### src/rtl/bus_responder.sv
// Bus-transfer responder: moves a byte from a decoded source onto a decoded
// destination each cycle, stalling the control unit for external RAM accesses.
module bus_responder (
  input  logic        clk,
  input  logic        rst_n,
  input  logic [3:0]  inflags,
  input  logic [2:0]  outflags,
  input  logic [7:0]  in_port,
  output logic        mem_req,
  output logic        mem_we,
  output logic [15:0] mem_addr,
  output logic [7:0]  mem_wdata,
  input  logic [7:0]  mem_rdata,
  input  logic        mem_ack,
  output logic [7:0]  bus,
  output logic        stall,
  output logic [7:0]  out_port,
  output logic        out_valid,
  output logic [7:0]  reg_a
);

  typedef enum logic [1:0] {IDLE, RD_WAIT, WR_WAIT} state_t;

  localparam logic [3:0] DST_A   = 4'd1;
  localparam logic [3:0] DST_B   = 4'd2;
  localparam logic [3:0] DST_C   = 4'd3;
  localparam logic [3:0] DST_D   = 4'd4;
  localparam logic [3:0] DST_MRL = 4'd5;
  localparam logic [3:0] DST_MRH = 4'd6;
  localparam logic [3:0] DST_RAM = 4'd7;
  localparam logic [3:0] DST_OUT = 4'd8;
  localparam logic [2:0] SRC_RAM = 3'd5;

  state_t      state_q, state_d;
  logic [7:0]  a_q, a_d, b_q, b_d, c_q, c_d, d_q, d_d;
  logic [7:0]  marl_q, marl_d, marh_q, marh_d;
  logic [7:0]  out_port_q, out_port_d, wdata_q, wdata_d;
  logic        out_valid_q, out_valid_d;
  logic [3:0]  dst_q, dst_d;
  logic [15:0] addr_q, addr_d;

  logic [7:0]  src_val, bus_val, load_val;
  logic [3:0]  load_dst;
  logic        load_en, req, we, src_ram, dst_ram;

  always_comb begin
    src_val = 8'h00;
    case (outflags)
      3'd1:    src_val = a_q;
      3'd2:    src_val = b_q;
      3'd3:    src_val = c_q;
      3'd4:    src_val = d_q;
      3'd6:    src_val = in_port;
      default: src_val = 8'h00;
    endcase
  end

  // RAM-to-RAM is a no-op; a pending read drives the bus from mem_rdata.
  always_comb begin
    state_d  = state_q;
    dst_d    = dst_q;
    addr_d   = addr_q;
    wdata_d  = wdata_q;
    bus_val  = 8'h00;
    req      = 1'b0;
    we       = 1'b0;
    load_en  = 1'b0;
    load_dst = 4'd0;
    load_val = 8'h00;
    src_ram  = (outflags == SRC_RAM);
    dst_ram  = (inflags == DST_RAM);
    case (state_q)
      IDLE: begin
        bus_val = src_val;
        if (src_ram && !dst_ram) begin
          req     = 1'b1;
          state_d = RD_WAIT;
          dst_d   = inflags;
          addr_d  = {marh_q, marl_q};
        end else if (dst_ram && !src_ram) begin
          req     = 1'b1;
          we      = 1'b1;
          state_d = WR_WAIT;
          wdata_d = src_val;
          addr_d  = {marh_q, marl_q};
        end else if (!src_ram) begin
          load_en  = 1'b1;
          load_dst = inflags;
          load_val = src_val;
        end
      end
      RD_WAIT: begin
        bus_val = mem_rdata;
        req     = 1'b1;
        if (mem_ack) begin
          load_en  = 1'b1;
          load_dst = dst_q;
          load_val = mem_rdata;
          state_d  = IDLE;
        end
      end
      WR_WAIT: begin
        req = 1'b1;
        we  = 1'b1;
        if (mem_ack) state_d = IDLE;
      end
      default: state_d = IDLE;
    endcase
  end

  always_comb begin
    a_d         = a_q;
    b_d         = b_q;
    c_d         = c_q;
    d_d         = d_q;
    marl_d      = marl_q;
    marh_d      = marh_q;
    out_port_d  = out_port_q;
    out_valid_d = 1'b0;
    if (load_en) begin
      case (load_dst)
        DST_A:   a_d    = load_val;
        DST_B:   b_d    = load_val;
        DST_C:   c_d    = load_val;
        DST_D:   d_d    = load_val;
        DST_MRL: marl_d = load_val;
        DST_MRH: marh_d = load_val;
        DST_OUT: begin
          out_port_d  = load_val;
          out_valid_d = 1'b1;
        end
        default: ;
      endcase
    end
  end

  always_ff @(posedge clk or negedge rst_n) begin
    if (!rst_n) begin
      state_q     <= IDLE;
      a_q         <= 8'h00;
      b_q         <= 8'h00;
      c_q         <= 8'h00;
      d_q         <= 8'h00;
      marl_q      <= 8'h00;
      marh_q      <= 8'h00;
      out_port_q  <= 8'h00;
      out_valid_q <= 1'b0;
      wdata_q     <= 8'h00;
      dst_q       <= 4'd0;
      addr_q      <= 16'h0000;
    end else begin
      state_q     <= state_d;
      a_q         <= a_d;
      b_q         <= b_d;
      c_q         <= c_d;
      d_q         <= d_d;
      marl_q      <= marl_d;
      marh_q      <= marh_d;
      out_port_q  <= out_port_d;
      out_valid_q <= out_valid_d;
      wdata_q     <= wdata_d;
      dst_q       <= dst_d;
      addr_q      <= addr_d;
    end
  end

  // Request strobes are gated so they read 0 while reset is held.
  assign mem_req   = req & rst_n;
  assign mem_we    = we & rst_n;
  assign stall     = req & rst_n;
  assign mem_addr  = (state_q == IDLE) ? {marh_q, marl_q} : addr_q;
  assign mem_wdata = wdata_q;
  assign bus       = bus_val;
  assign out_port  = out_port_q;
  assign out_valid = out_valid_q;
  assign reg_a     = a_q;

endmodule

### config.mk
export PLATFORM = sky130hd
export DESIGN_NAME = bus_responder
export DESIGN_NICKNAME = d
export VERILOG_FILES = /design/src/rtl/bus_responder.sv
export SDC_FILE = /design/constraint.sdc
export NUM_CORES = 1
export LEC_CHECK = 0
export BUFFER_PORTS_ARGS = -buffer_cell sky130_fd_sc_hd__buf_2
export CORE_UTILIZATION = 42
export CTS_CLUSTER_DIAMETER = 200
export DETAILED_ROUTE_END_ITERATION = 8
export PLACE_DENSITY_LB_ADDON = 0.08
export SETUP_SLACK_MARGIN = 0.1
export SYNTH_ARGS = -nofsm -noshare
export SYNTH_HDL_FRONTEND = slang
export SYNTH_SLANG_ARGS = --single-unit
### constraint.sdc
create_clock -name clk -period 3.6 [get_ports clk]
set_clock_uncertainty 0.2 [all_clocks]
set_input_delay 0.18 -clock clk [delete_from_list [all_inputs] [get_ports clk]]
set_output_delay 0.18 -clock clk [all_outputs]
set_load 0.05 [all_outputs]
==> results of run 1 <==
[sequential cells by signal, indices dropped and copies added, names as in the netlist]
register and flops:
d_q 8, mem_wdata 8, c_q 8, marh_q 8
out_port 8, out_valid 1, dst_q 4, addr_q 16
state_q 2, b_q 8, marl_q 8, reg_a 8
[cells in the mapped netlist, types with 4 or more instances]
| master | number | share of area |
|---|---|---|
| sky130_fd_sc_hd__a21oi_1 | 11 | 0.013 |
| sky130_fd_sc_hd__a31oi_1 | 10 | 0.015 |
| sky130_fd_sc_hd__and3_1 | 4 | 0.0058 |
| sky130_fd_sc_hd__buf_2 | 6 | 0.0070 |
| sky130_fd_sc_hd__clkbuf_1 | 7 | 0.0061 |
| sky130_fd_sc_hd__dfrtp_1 | 87 | 0.51 |
| sky130_fd_sc_hd__ha_1 | 8 | 0.023 |
| sky130_fd_sc_hd__inv_1 | 6 | 0.0053 |
| sky130_fd_sc_hd__mux2_2 | 91 | 0.24 |
| sky130_fd_sc_hd__mux2i_1 | 16 | 0.037 |
| sky130_fd_sc_hd__nand2_1 | 24 | 0.021 |
| sky130_fd_sc_hd__nor2_1 | 13 | 0.011 |
| sky130_fd_sc_hd__o21ai_0 | 12 | 0.014 |
| sky130_fd_sc_hd__o21ai_1 | 8 | 0.0094 |
| sky130_fd_sc_hd__o22ai_1 | 9 | 0.013 |
[worst reg2reg max path, cell delays in order, from the launching register on]
cell	delay, ns
sky130_fd_sc_hd__dfrtp_1	0.42
sky130_fd_sc_hd__inv_1	0.09
sky130_fd_sc_hd__ha_1	0.42
sky130_fd_sc_hd__and2_1	0.43
sky130_fd_sc_hd__nand2_1	0.12
sky130_fd_sc_hd__o22ai_1	0.33
sky130_fd_sc_hd__and3b_1	0.48
sky130_fd_sc_hd__mux2_2	0.39
[area by class of cell]
class	count	area [um2]	area share
inverters	6	22.5	0.00447
multi-input cells	237	2000	0.396
flip-flops and latches	87	2180	0.432
clock inverters	6	67.6	0.0134
repair buffers	87	475	0.0943
well taps	133	166	0.0330
clock buffers	10	138	0.0273
[where the power goes]
| group | total [mW] | switching [mW] | internal, mW | leakage (nW) |
|---|---|---|---|---|
| sequential | 1.45 | 0.173 | 1.27 | 1.18 |
| clock | 0.710 | 0.367 | 0.344 | 0.0993 |
| combinational | 1.78 | 1.21 | 0.565 | 1.32 |
[routing by layer]
layer | routed length, um | global-route usage
met2 | 4480 | 0.309
met1 | 5030 | 0.292
met4 | 151 | 0.0563
met5 | 0 | 0
met3 | 484 | 0.0488
[kinds of logic after synthesis]
group | share of synthesized area
DFF | 0.509
AOI/OAI and AO/OA | 0.0769
and+or+nand+nor | 0.0866
adders and majority gates | 0.0234
buffers and inverters | 0.0246
muxes | 0.280
[worst min-delay path by stage]
stage	end	cells after the start
floorplan	addr_q[0]	0
detailed placement	marh_q[5]	1
CTS	state_q[1]	4
finish	state_q[0]	4
global route	state_q[1]	4
global placement	addr_q[13]	1
==> results.txt, run 1 <==
The run finished with clean final reports. The analysis attributes to cell leakage a power of 2.60 nW. In this run the post-CTS setup repair buffer count came out at 0. Kind of launch point of the worst setup path: a primary input. For this run, design rule violations remaining after detail routing come to 0. The finished layout holds 566 standard cells, fillers aside. The routed wire length is 10100 um.

Critical path data required time: 3.64 ns. The run gives 36 as the row count. The layout cell share with drive strength beyond 1 is 0.462, and the worst slew slack as a fraction of its limit is 0.403. The number of buffer cells added on primary ports was 77. After clock tree synthesis, the flow added hold-fix buffers numbering 5. The post-cts resize count is 0, and the highest clock frequency the design can meet is 0.327 GHz.

The final RePlAce weighted congestion is 0.808. The number of instances in the synthesized netlist was 346; the post-route cell area was 0.00504 mm2. For this design, the slowest cell found on the critical path is sky130_fd_sc_hd__dlygate4sd3_1. The number of pins exceeding their max-slew limit in the final report came out at 0. In this run the worst path has a maximum fanout of 13.

The number of different library cells used by synthesis comes to 36. Power spread over the standard cell area amounts to 780 mW/mm2. In this run the worst setup path begins at inflags[3]. The chip width works out to 103 um. The via total after detailed routing was 3014; the synthesized area divided by synthesized cell count was 12.4 um2.

The tools report the final critical-path setup slack as 0.545 ns. The most common cell after layout, fill and taps aside is sky130_fd_sc_hd__mux2_2. Once placement finished, the instance area stood at 0.00479 mm2. For the floorplan die area, the log shows 0.0106 mm2.

The growth of design area from synthesis to finish came out at 17.9%. The pin slew with the least headroom to its limit came out at 0.889 ns. The primary flip-flop cell chosen by synthesis mapping is sky130_fd_sc_hd__dfrtp_1. The number of detailed-routing iterations run before antenna repair was 4; the clock period minus final worst setup slack was 3.05 ns. Including well taps, the total number of placed cells is 545. Setup repair after global routing left no endpoint under its margin.

The design draws 3.93 mW. The post-DP HPWL was 7040 um. The cell at the root of the clock tree is sky130_fd_sc_hd__clkbuf_8.

The library cells used most frequently in the layout, excluding fill and tap cells, are 91 x sky130_fd_sc_hd__mux2_2, 87 x sky130_fd_sc_hd__dfrtp_1, 76 x sky130_fd_sc_hd__buf_2. The total number of H-tree levels is 3, and the register-to-register path setup slack is 0.62 ns. The antenna cell count was 0. Clock transition at the register clock pins on the worst setup and hold paths after CTS: 0.09 ns.

Core area: 0.00982 mm2. For the total of endpoints with negative setup slack in the final report, the log shows 0. The tools report the later-pin clock latency in the skew report as 0.36 ns. The logs give 46 for the largest net degree at the start of global routing and 394 uV for the peak ir drop on the vdd network. The fraction of synthesis flops using an asynchronous set or reset pin is 1.00, and the number of antenna violations at the first check in global routing is 0. The effective utilization at floorplan is 0.436. Yosys mapped a number of flops with a built-in enable equal to 0.

The run gives 9 as the number of CTS-inserted buffers. The post-placement setup slack is 0.663 ns. Summed over all layers, the global routing overflow is 0. Global routing usage summed across all routing layers: 0.204. The tools report the launch point of the worst hold path as mem_ack.

TritonCTS built the clock tree. During I/O placement, the number of pins put on the boundary was 78. The number of stages on the worst setup path was 9; the filler cell count in the final layout was 947. STA classifies the critical path endpoint as a register. The worst flop-to-flop path endpoint was d_q[5]. The logs give 3.10 ns for the arrival time at the worst endpoint and 0 ns for the post-route setup TNS. In the final routed layout, each cell accounts on average for 17.9 um. Traced cell by cell, the critical path runs through dlygate4sd3_1 -> buf_2 -> nand4b_1 -> ha_1 -> nor3b_4 -> nand2_2 -> o22ai_1 -> and3b_1 -> mux2_2.

The tool flagged a number of max-cap violations equal to 0. In this run the critical register-to-register path is launched from state_q[1]. Largest stage delay on the critical path: 0.53 ns. Once detail routing completed, the nets flagged for antenna violations numbered 0. Gate family responsible for the most delay along the worst path: simple AND/OR/NAND/NOR gates.

The clock drives 87 sinks. Following the worst setup path forward leads to its endpoint at d_q[5]. The tools report the post-synthesis instance area as 0.00428 mm2. The fraction of the cycle the final worst path needs is 0.849. The combined buffer and inverter count along the critical path came out at 2.

For the register area share after synthesis, the log shows 0.509. The number of cells on the worst reg-to-reg path is 7. From bottom edge to top edge, the die measures 103 um. The global-route wire length before repair came out at 15700 um. The logs give 0.514 for the final core utilization and 2 for the buffer levels on the longest clock path. The tightest hold path in the finished design has a slack of 0.119 ns. After the last flow step, the layout net total stands at 462. Post-synth net total: 380.

The routed via count divided by cell count is 5.33, and the register bit count reported by yosys is 87. The logs give 0 for the number of hold violations in the final report and 2909 for the number of global-route vias before repair. After the first detailed-routing iteration, the DRC count stood at 109. The critical path in this run is classified as in2reg. The tightest min-delay check is of the in2reg type. For the total of warnings raised by yosys, the log shows 0.
Note: power is estimated with default switching activity, not from simulation.
==> inputs of run 2 (changes only) <==
==> constraint.sdc (replaced) <==
create_clock -name clk -period 2.84 [get_ports clk]
set_clock_uncertainty 0.2 [all_clocks]
set_input_delay 0.142 -clock clk [delete_from_list [all_inputs] [get_ports clk]]
set_output_delay 0.142 -clock clk [all_outputs]
set_load 0.05 [all_outputs]
==> run 2 against run 1 <==
  * Core utilization grew 0.70 points
  * Critical path depth shrank 3
  * Wire length shrank 0.47%
  * Combinational power grew 27%
  * Sequential share of layout area shrank 0.58 points
  * First-iteration DRC count shrank 27%
  * Critical path type is now reg2reg
  * Largest cell class unchanged
  * Cell area grew 1.4%
  * Sequential cell count is the same
  * Critical endpoint is now out_port[3]
  * Sequential power grew 27%
  * Setup slack lost 0.25 ns
  * Clock power grew 33%
==> results.txt, run 2 (synthesized netlist as in run 1, its figures left out) <==
Total power for the finished layout comes to 5.04 mW. Number of pins exceeding their max-slew limit in the final report: 0. For the core area, the log shows 0.00982 mm2.

IR analysis of the VDD net gives a maximum drop of 500 uV. After the first detailed-routing iteration, the DRC count stood at 80. In this run the critical register-to-register path is launched from state_q[1]. Data arrives at the worst endpoint at 2.59 ns. The routed layout has 2982 vias. The number of antenna violations at the first check in global routing is 0.

The largest individual stage delay along the critical path comes from the cell sky130_fd_sc_hd__nor3_4. The library cell used most frequently in the layout, excluding fill and tap cells, is sky130_fd_sc_hd__mux2_2. The number of clock buffers added by TritonCTS is 9. STA classifies the critical path endpoint as a register. The switching power summed over all nets is 2.25 mW. The met3 layer usage reported by global route is 0.0339. Detailed placement ended at an HPWL of 7100 um.

At the pin with the least slew margin, the transition time is 0.753 ns. The run finished with clean final reports. Tracing the worst setup path back leads to its startpoint at state_q[1].

Static timing analysis puts the maximum clock frequency at 0.393 GHz. The run gives 0.36 ns as the later-pin clock latency in the skew report. TritonCTS built the clock tree. Type of the worst setup path: reg2reg. The worst hold path belongs to the class in2async. The internal portion of total power was 2.79 mW. The final core utilization was 0.521; the number of post-CTS setup repair buffers was 0. Number of global-route vias before repair: 3013.

The final layout contains routed wiring with a total length of 10100 um. The antenna cell count was 0. No sink is reached through more buffers than the 2 on the longest clock path. Fraction of met1 tracks used by global routing: 0.291.

The part of the power in combinational logic was 0.448; the final RePlAce weighted congestion was 0.826. Subtracting the final worst setup slack from the clock period gives 2.54 ns. After detailed routing, the average wire length per cell comes to 17.6 um.

After global routing, the most crowded layer is met2. The floorplan step defined a die boundary enclosing 0.0106 mm2. The H-tree was split into 3 levels.

The row count is 36, and the worst slew slack as a fraction of its limit is 0.498. In the final design database the tool counted 469 nets. For the total leakage power, the log shows 2.64 nW. The area of the multi-input gates was 0.00200 mm2.

The switching fraction of total power came out at 0.446. Broken down by cell family, the worst path's largest delay share belongs to simple AND/OR/NAND/NOR gates. In this design, the stage delay of the slowest critical-path cell is 0.51 ns.

The register cell area after layout came out at 0.00218 mm2. The die is 103 um tall. Final hold analysis gives a worst-case slack of 0.0408 ns.

Clock-pin slew was measured on the worst setup and hold paths at 0.10 ns. The detail route stage leaves a number of antenna-violating nets equal to 0. The register with the most flip-flops was addr_q.

In the layout the commonest cells are 91 x sky130_fd_sc_hd__mux2_2, 87 x sky130_fd_sc_hd__dfrtp_1, 76 x sky130_fd_sc_hd__buf_2. The clock net in this run drives a total of 87 sinks. The number of DRC violations after detailed routing was 0; the number of I/O pins was 78. The global routing usage summed across all routing layers was 0.203. The routing usage on met2 was 0.306; the growth of design area from synthesis to finish was 19.5%.

The signal on the critical path passes through inv_1 -> ha_2 -> and2_1 -> a21oi_1 -> nor3_4 -> mux2_2. The logs give 0.436 for the effective utilization at floorplan and 15800 um for the global-route wire length before repair. Port buffering added 77 buffers. The tools report the kind of launch point of the worst setup path as a register.

After detailed routing, the number of vias per cell comes to 5.20. The cell at the root of the clock tree was sky130_fd_sc_hd__clkbuf_8. The number of max-cap violations was 0. The combined buffer and inverter count along the critical path was 1.

Setup total negative slack on the finished layout was measured at 0 ns. The part of the total power dissipated in sequential elements is 0.364. The number of detailed-routing iterations run before antenna repair was 5; the chip width was 103 um. The power per standard cell area came out at 987 mW/mm2. The total overflow left after global routing is 0. The register with the most flip-flops in the layout has 16 of them. In this run the worst path has a maximum fanout of 13. Setup repair after global routing left no endpoint under its margin. The critical path data required time is 2.89 ns, and the fraction of the cycle the final worst path needs is 0.896.

The filler cells instantiated in the layout total 912. For flop-to-flop paths, the worst setup slack is 0.30 ns. The run gives 0 as the number of hold violations in the final report. Setup violations remaining at the end of the flow were counted as 0. The layout cell share with drive strength beyond 1 is 0.477. Entering global routing, the biggest net connects 61 pins. Share of total power in the clock network: 0.187.
==> run 2: worst register-to-register path: cells and delay by family, from the launching register on <==
kind | cells | cell delay, ns
adders and majority gates | 1 | 0.34
DFF | 1 | 0.43
AOI/OAI and AO/OA | 1 | 0.16
and+or+nand+nor | 2 | 0.80
buffers and inverters | 1 | 0.09
muxes | 1 | 0.41
==> run 2: path summary, 6_finish.rpt <==
kind,cells after the start,end
hold / removal,2,mem_wdata[2]
setup / recovery,6,out_port[3]
hold reg to reg,1,out_port[6]
max in group asynchronous,3,marh_q[3]
min in group clk,4,state_q[1]
setup reg to reg,6,out_port[3]
==> run 2: area by class of cell <==
cell class	instances	share of cell area
clock buffers	10	0.0269
well taps	133	0.0326
flip-flops and latches	87	0.426
repair buffers	94	0.103
clock inverters	6	0.0147
multi-input cells	237	0.392
inverters	6	0.00441
==> run 2: metal layers <==
| metal | part of all wire | up-vias |
|---|---|---|
| li1 | - | 1428 |
| met1 | 0.50 | 1461 |
| met2 | 0.45 | 81 |
| met3 | 0.042 | 12 |
| met4 | 0.014 | 0 |
| met5 | 0 | - |
==> run 2: power by group through the flow <==
stage	Sequential, mW	Combinational, mW	Clock, mW
floorplan	2.29	1.28	0
global placement	1.85	2.25	0
detailed placement	1.87	2.27	0
CTS	1.84	2.28	0.973
global route	1.90	2.41	1.01
finish	1.84	2.26	0.943
==> run 2: timing repair <==
action / 4_1_cts / 5_1_grt
gates cloned: 0 / 0
resized for setup: 1 / 1
hold endpoints to repair: 31 / 0
setup endpoints to repair: 1 / 1
hold buffers: 5 / 0
==> run 2: per-stage QoR <==
stage	std cells	cell area (um2)	setup slack (ns)
2_1_floorplan	346	4280	0.140
3_3_place_gp	552	4840	0.167
3_5_place_dp	552	4840	0.137
4_1_cts	573	5110	0.241
5_1_grt	573	5110	0.110
6_report	573	5110	0.296
==> inputs of run 3 (changes only) <==
--- a/config.mk
+++ b/config.mk
@@ -6,6 +6,7 @@
 export NUM_CORES = 1
 export LEC_CHECK = 0
 export BUFFER_PORTS_ARGS = -buffer_cell sky130_fd_sc_hd__buf_2
+export CORE_MARGIN = 2
 export CORE_UTILIZATION = 42
 export CTS_CLUSTER_DIAMETER = 200
 export DETAILED_ROUTE_END_ITERATION = 8
==> constraint.sdc (replaced) <==
create_clock -name clk -period 2.8 [get_ports clk]
set_clock_uncertainty 0.2 [all_clocks]
set_input_delay 0.14 -clock clk [delete_from_list [all_inputs] [get_ports clk]]
set_output_delay 0.14 -clock clk [all_outputs]
set_load 0.05 [all_outputs]
==> run 3 against run 2 <==
  * Die area up 3.9%
  * Wire length up 0.57%
  * Via count up 0.20%
  * First-iteration DRC count up 93%
  * Critical path depth unchanged
  * Hold slack worse by 0.032 ns
  * Register-to-register slack better by 0.04 ns
  * Clock power down 3.2%
  * Global-route usage down 1.2 points
  * Setup slack better by 0.024 ns
  * Critical path type is now reg2out
  * Largest cell class unchanged
  * Largest power group unchanged
==> results.txt, run 3 (synthesized netlist as in run 1, its figures left out) <==
In this run the critical register-to-register path is launched from state_q[1]. During I/O placement, the number of pins put on the boundary was 78. For the finished layout, the period the worst path requires is 2.48 ns. The number of buffer cells added on primary ports was 77; the global routing usage summed across all routing layers was 0.190. The combined buffer and inverter count along the critical path works out to 4. The pin slew with the least headroom to its limit is 0.819 ns.

The run gives 0.34 ns as the register-to-register path setup slack. The total leakage power was 2.63 nW; the arrival time at the worst endpoint was 2.14 ns. The worst slew slack as a fraction of its limit is 0.450. The flow ran to the end, and the final reports show no timing, DRC or antenna violations. The largest stage delay on the critical path came out at 0.43 ns. Cell at the root of the clock tree: sky130_fd_sc_hd__clkbuf_8. The power per standard cell area was 993 mW/mm2; the routed via count divided by cell count was 5.22. Setup repair after global routing left no endpoint under its margin. The fraction of the cycle the final worst path needs works out to 0.886.

Detailed placement finished with a half-perimeter wire length of 7190 um. Number of detailed-routing iterations run before antenna repair: 4. The buffer levels on the longest clock path came out at 2. Across the VDD grid, the largest voltage drop is 437 uV. At the end of the flow, the number of nets in the layout was 468. For this block, the initial DRC count from the detailed router was 154.

The number of antenna violations at the first check in global routing is 0. The total number of H-tree levels is 3, and the worst-case reg-to-reg path depth is 7. The tools report the kind of launch point of the worst setup path as a register. At the later pin of the worst-skew pair, clock insertion delay measures 0.36 ns. In this run the vertical extent of the chip is 105 um. In this design, the largest share of critical-path delay is due to buffers and inverters. The most frequent cell on the critical path is sky130_fd_sc_hd__inv_1.

The signal on the critical path passes through inv_1 -> ha_1 -> buf_4 -> inv_1 -> o21ai_0 -> buf_2. The number of clock buffers added by TritonCTS is 9. The tools report the via total after detailed routing as 2988. The worst flop-to-flop path endpoint was d_q[7]. The clock transition at the register clock pins on the worst setup and hold paths after CTS works out to 0.09 ns.

TritonCTS built the clock tree. Wires add up to 10200 um. Leaving out fill and tap cells, the most frequent cells in the layout are 91 x sky130_fd_sc_hd__mux2_2, 87 x sky130_fd_sc_hd__dfrtp_1, 76 x sky130_fd_sc_hd__buf_2. The floorplan step set the die width to 105 um.

The tools report the effective utilization at floorplan as 0.436. The run gives 0 as the total of endpoints with negative setup slack in the final report. The tools report the number of hold violations in the final report as 0.

The register with the most flip-flops was addr_q. The register with the most flip-flops in the layout has 16 of them. After detailed routing, the number of remaining DRC violations is 0. The slowest stage of the critical path belongs to the cell sky130_fd_sc_hd__dfrtp_1.

Type of the worst setup path: reg2out. Highest net fanout along the worst path: 22. Leaving out fill and tap cells, the most frequent cell in the layout is sky130_fd_sc_hd__mux2_2. For this run, the top clock speed supported by timing is 0.403 GHz. Layout cell share with drive strength beyond 1: 0.476.

The placed instances occupy a cell area of 0.00483 mm2. The number of pins exceeding their max-slew limit in the final report is 0, and the largest net degree at the start of global routing is 42. Dividing the detail-routed wire length by the instance count gives 17.8 um.

Adding up every negative setup slack in the final design gives 0 ns. The floorplan has 36 rows. The area growth from synthesis to layout is 19.6%. Counting every sink on the clock net gives 87. Summing internal, switching and leakage power gives 5.08 mW. Global routing finished with a remaining overflow of 0. The critical path data required time was 2.46 ns. The tools report the core area as 0.00982 mm2. The tightest min-delay check is of the in2async type. 0 antenna diodes ended up in the layout. The sort of element at the end of the critical path was an output pin. The first global-routing pass estimated 16000 um of wire.

After routing the design area is 0.00512 mm2. The die covers 0.0110 mm2. Max-cap violations in this run came to 0. Remaining antenna violation count after routing: 0.

For the final RePlAce weighted congestion, the log shows 0.865. The tools report the number of global-route vias before repair as 2924.
[run 3: cell types whose count changed in the layout (fill, tap and decap cells not counted)]
cell / previous run / this run
sky130_fd_sc_hd__buf_12: 0 / 1
sky130_fd_sc_hd__buf_4: 13 / 11
sky130_fd_sc_hd__clkinv_2: 0 / 1
sky130_fd_sc_hd__clkinvlp_4: 1 / 2
sky130_fd_sc_hd__inv_6: 3 / 2
sky130_fd_sc_hd__inv_8: 1 / 0
sky130_fd_sc_hd__nand3_2: 2 / 1
sky130_fd_sc_hd__nand3_4: 0 / 1
[run 3: cell type report]
class	instances	area (um2)
well taps	133	166
inverters	6	22.5
clock buffers	10	138
flip-flops and latches	87	2180
multi-input cells	237	2010
repair buffers	93	533
clock inverters	6	67.6
fillers	944	4700
[run 3: worst reg2reg max path, cell delays in order (launching register included)]
cell and delay [ns]:
sky130_fd_sc_hd__dfrtp_1 0.42, sky130_fd_sc_hd__inv_1 0.10, sky130_fd_sc_hd__ha_2 0.34, sky130_fd_sc_hd__nand2_1 0.15
sky130_fd_sc_hd__and3_1 0.23, sky130_fd_sc_hd__a21oi_1 0.28, sky130_fd_sc_hd__and3b_2 0.33, sky130_fd_sc_hd__mux2_2 0.29
[run 3: worst max-delay path by stage]
stage,to,startpoint,cells past startpoint
final,bus[7],state_q[0],6
after floorplan,bus[0],state_q[0],6
after global routing,marh_q[1],state_q[1],8
after detailed placement,d_q[7],state_q[1],7
after global placement,d_q[7],state_q[1],7
after CTS,d_q[7],state_q[1],7
[run 3: power breakdown]
part           total, mW  internal, mW  switching (mW)
logic               2.31         0.750            1.56
clock network      0.913         0.442           0.471
registers           1.86          1.64           0.224
total               5.08          2.83            2.25
[run 3: through the flow]
stage | hold slack (ns) | utilization | worst slack [ns] | instances
2_1_floorplan | -0.356 | - | 0.102 | 346
3_3_place_gp | -0.137 | 0.492 | 0.196 | 550
3_5_place_dp | -0.133 | 0.492 | 0.142 | 550
4_1_cts | 0.00464 | 0.518 | 0.108 | 571
5_1_grt | 0.0271 | 0.521 | 0.116 | 572
6_report | 0.00914 | 0.521 | 0.320 | 572
[run 3: what timing repair did]
action                                  in CTS  in global routing
resized for setup                            0                  3
endpoints found under the setup margin       0                 48
hold buffers                                 5                  0
hold endpoints to repair                    91                  0
setup buffers                                0                  1
[run 3: layer usage]
metal | track usage | wire, um | vias to the layer above
li1 | - | - | 1428
met1 | 0.282 | 4960 | 1468
met2 | 0.282 | 4560 | 86
met3 | 0.0455 | 581 | 6
met4 | 0.0457 | 59 | 0
met5 | 0 | 0 | -
